File: src/rtl/mysoc_sysid_pkg.sv
// Shared definitions for the system-ID boot checker: word addresses, data width
// and the checker state encoding.
package mysoc_sysid_pkg;

  localparam int   SYSID_DATA_W  = 32;
  localparam logic SYSID_ADDR_ID = 1'b0;
  localparam logic SYSID_ADDR_TS = 1'b1;

  localparam logic [2:0] ST_IDLE   = 3'd0;
  localparam logic [2:0] ST_RD_ID  = 3'd1;
  localparam logic [2:0] ST_LAT_ID = 3'd2;
  localparam logic [2:0] ST_RD_TS  = 3'd3;
  localparam logic [2:0] ST_LAT_TS = 3'd4;
  localparam logic [2:0] ST_FINISH = 3'd5;

  typedef enum logic [2:0] {
    S_IDLE   = ST_IDLE,
    S_RD_ID  = ST_RD_ID,
    S_LAT_ID = ST_LAT_ID,
    S_RD_TS  = ST_RD_TS,
    S_LAT_TS = ST_LAT_TS,
    S_FINISH = ST_FINISH
  } sysid_state_e;

  function automatic logic word_mismatch(input logic [SYSID_DATA_W-1:0] got,
                                         input logic [SYSID_DATA_W-1:0] want);
    return got != want;
  endfunction

endpackage

File: src/rtl/mysoc_avm_single_read.sv
// One Avalon-MM read helper: drives the request while the owner is in a read
// state, tracks read latency and the per-transaction timeout budget.
module mysoc_avm_single_read
  import mysoc_sysid_pkg::*;
#(
  parameter int READ_LATENCY   = 0,
  parameter int TIMEOUT_CYCLES = 255
) (
  input  logic                    clk_i,
  input  logic                    rst_i,
  input  logic                    clear_i,
  input  logic                    rd_i,
  input  logic                    lat_i,
  input  logic                    addr_i,
  input  logic                    av_waitrequest_i,
  input  logic [SYSID_DATA_W-1:0] av_readdata_i,
  output logic                    av_read_o,
  output logic                    av_address_o,
  output logic                    accept_o,
  output logic                    data_valid_o,
  output logic                    timed_out_o,
  output logic [SYSID_DATA_W-1:0] data_o
);

  localparam logic [15:0] TMO_LAST = 16'(TIMEOUT_CYCLES - 1);
  localparam logic [1:0]  LAT_LAST = 2'(READ_LATENCY - 1);

  logic [15:0] tmo_cnt_q, tmo_cnt_d;
  logic [1:0]  lat_cnt_q, lat_cnt_d;
  logic        active;

  assign active       = rd_i | lat_i;
  assign av_read_o    = rd_i;
  assign av_address_o = addr_i;
  assign accept_o     = rd_i & ~av_waitrequest_i;
  assign data_o       = av_readdata_i;
  assign data_valid_o = (READ_LATENCY == 0) ? accept_o
                                            : (lat_i && (lat_cnt_q == LAT_LAST));
  // Data arriving on the last budgeted cycle still wins over the timeout.
  assign timed_out_o  = active && (tmo_cnt_q == TMO_LAST) && !data_valid_o;

  always_comb begin
    tmo_cnt_d = tmo_cnt_q;
    lat_cnt_d = lat_cnt_q;
    if (clear_i)     tmo_cnt_d = '0;
    else if (active) tmo_cnt_d = tmo_cnt_q + 16'd1;
    if (accept_o)    lat_cnt_d = '0;
    else if (lat_i)  lat_cnt_d = lat_cnt_q + 2'd1;
  end

  always_ff @(posedge clk_i or posedge rst_i) begin
    if (rst_i) begin
      tmo_cnt_q <= '0;
      lat_cnt_q <= '0;
    end else begin
      tmo_cnt_q <= tmo_cnt_d;
      lat_cnt_q <= lat_cnt_d;
    end
  end

endmodule

File: config.mk
export PLATFORM = sky130hd
export DESIGN_NAME = mysoc_avm_single_read
export DESIGN_NICKNAME = d
export VERILOG_FILES = /design/src/rtl/mysoc_sysid_pkg.sv /design/src/rtl/mysoc_avm_single_read.sv
export SDC_FILE = /design/constraint.sdc
export NUM_CORES = 1
export LEC_CHECK = 0
export CELL_PAD_IN_SITES_DETAIL_PLACEMENT = 0
export CELL_PAD_IN_SITES_GLOBAL_PLACEMENT = 2
export CORE_MARGIN = 4
export CORE_UTILIZATION = 20
export DETAILED_ROUTE_END_ITERATION = 8
export PLACE_DENSITY = 0.88
export SYNTH_ARGS = -nofsm -noshare
export SYNTH_HDL_FRONTEND = slang
export SYNTH_SLANG_ARGS = --single-unit
File: constraint.sdc
create_clock -name clk_i -period 2.65 [get_ports clk_i]
set_input_delay 0.265 -clock clk_i [delete_from_list [all_inputs] [get_ports clk_i]]
set_output_delay 0.265 -clock clk_i [all_outputs]
set_load 0.05 [all_outputs]
==> results.yml <==
clocking:
  clockRootBuffer: "clkbuf_8"
  hold_buffers: 0
  cts.path.max_buffers: 2
  clock_latency_ns: 0.25
  clkSinkCount: 16
  post_cts_resized: 0
  cts_tree: "done"
  h-tree-depth: 1
  cts_buffers: 3
  clk_pin_slew_worst_paths_ns: 0.06
  post_cts_buffers: 0
finish:
  final_layout_size_suffix_gt1_frac: 0.0673
  fin_area_sq_mm: 0.00110
  final_cell_mix: "17 x nor2_1, 16 x dfrtp_1, 8 x clkdlybuf4s50_1"
  reg_top3: "tmo_cnt_q (16)"
  regMostFlops: "tmo_cnt_q"
  syn_to_final_growth_pct: -2.76
  mostFrequentLayoutCell: "nor2_1"
  largest_reg_flops: 16
  n_fill_cell: 613
  antenna-diode-count: 0
  nNetsFinal: 147
worst_setup_path:
  startpoint_type: "primary input"
  cpLargestDelayFamily: "buffers and inverters"
  crit_type: "in2out"
  cp-end-kind: "output pin"
  slowest_stage: "clkdlybuf4s50_1"
  critPathLaunch: "rd_i"
  slowest_delay_ns: 0.82
  required_ns: 2.38
  reg2reg_depth: 4
  cp_max_fo: 8
  crit_path_frequent_cell: "clkdlybuf4s50_1"
  cp.arrival_ns: 1.93
  path_depth: 3
  r2r_start: "tmo_cnt_q[2]"
  rrSetupSlack_ns: 1.21
  worst-path-buf-inv: 2
  r2r-end: "tmo_cnt_q[13]"
  endpoint: "data_valid_o"
  path_cells: "clkdlybuf4s50_1, nor2b_1, clkdlybuf4s50_1"
sta:
  max_freq_mhz: 456
  slew_headroom: 0.566
  hold_violations: 0
  setup_viol: 0
  tightestPinTransition_ns: 0.651
  skew_ns: 0.00184
  fin_crit_ns: 2.19
  tns_ns: 0
  rsz0062_at_grt: "false"
  slew_violations: 0
  post-route-period-util: 0.827
synth:
  synthTopCellsByArea: "dfrtp_1 35%, buf_4 23%, nor2_1 5.6%"
  yosysTopAreaCell: "dfrtp_1"
  ys_ff_latch: 16
  synthCells: 128
  netlist.area_leader.share: 0.353
  yosysSeqAreaShare: 0.353
  yosysWarnings: 0
  synth_area_per_cell_sq_um: 8.87
  syn_nets: 169
  syn_area_sq_mm: 0.00113
  ys_types: 28
grt:
  grt_pass1_vias: 733
  grt_usage: 0.0585
  antenna_found_initial: 0
  grt_overflow: 0
  grt_pass1_wl_um: 3450
  grt_max_degree: 18
floorplan:
  core_area_sq_mm: 0.00551
  die_h_um: 83.3
  die_w_um: 83.3
  num_io_pins: 76
  die_area_sq_mm: 0.00694
  placementRows: 27
  start_util: 0.206
place:
  dp_hpwl_um: 1450
  placed_area_sq_mm: 0.00106
  gp_congestion: 0.707
  port_buffers: 9
power:
  p_total_mw: 0.492
  p_leak_nw: 0.435
  ir_drop_mv: 0.252
  p_per_area_mw_per_mm2: 446
routing:
  drc: 0
  totalWireLength_um: 2000
  dr.pass1.iters: 4
  dr.first_iter.drc_count: 16
  vias_per_cell: 4.08
  ant_nets: 0
  vias: 718
  wl_per_cell_um: 11.4
run:
  maxCapViolCount: 0
status:
  status: "complete, no violations"
hold_path:
  hold_path_class: "in2async"
[cells by family after synthesis]
family                     count (synthesis)  share of synthesized area
DFF                                       16                      0.353
adders and majority gates                  2                     0.0220
buffers and inverters                     41                      0.251
xor gates and xnor gates                  12                     0.0926
AOI/OAI and AO/OA                         11                     0.0617
and+or+nand+nor                           45                      0.211
muxes                                      1                    0.00882
[through the flow]
step	util	instances	worst slack (ns)	hold slack, ns
after floorplan	-	128	0.537	0.179
after global placement	0.193	173	0.433	0.530
after detailed placement	0.193	173	0.452	0.530
after CTS	0.200	176	0.451	0.426
after global routing	0.200	176	0.376	0.452
final	0.200	176	0.459	0.401
[cell usage after synthesis, drive strengths merged]
cell	count
buf	35
nor2	17
dfrtp	16
xnor2	7
nor4	6
xor2	5
a21oi	4
inv	4
nand2	4
nand3	4
nor3	4
nand4	3
o21ai	3
clkbuf	2
ha	2
or3	2
a31o	1
and3	1
and4	1
mux2i	1
nand2b	1
nand4b	1
nor2b	1
o2111ai	1
o211a	1
o211ai	1
[metal layers]
| metal | track usage | share of wire |
|---|---|---|
| met3 | 0.0179 | 0.062 |
| met2 | 0.0867 | 0.48 |
| met4 | 0.0297 | 0.011 |
| met1 | 0.0761 | 0.45 |
| met5 | 0 | 0 |
[worst min-delay path by stage]
stage | from | to | slack, ns | depth (start not counted)
after global placement | av_readdata_i[10] | data_o[10] | 0.53 | 0
after floorplan | rst_i | tmo_cnt_q[0] | 0.18 | 1
after CTS | rst_i | tmo_cnt_q[4] | 0.43 | 2
after detailed placement | av_readdata_i[10] | data_o[10] | 0.53 | 0
after global routing | rst_i | tmo_cnt_q[3] | 0.45 | 2
final | rst_i | tmo_cnt_q[4] | 0.40 | 2
[worst reg2reg max path: stages (launching register included)]
cell and delay (ns):
dfrtp_1 0.49, nand4_4 0.21, nor4_1 0.40, xnor2_1 0.17, nor2_1 0.06
[cell type report]
type | instances | area (sq um) | area share
well taps | 72 | 90.1 | 0.0816
multi-input cells | 71 | 449 | 0.407
inverters | 4 | 15.0 | 0.0136
repair buffers | 10 | 108 | 0.0975
flip-flops and latches | 16 | 400 | 0.363
clock buffers | 3 | 41.3 | 0.0374
[power breakdown]
group	switching, mW	internal (mW)
Clock	0.0835	0.101
Sequential	0.00603	0.249
Combinational	0.0325	0.0207
Total	0.122	0.370
No activity file was read; power rests on OpenSTA's default activity.
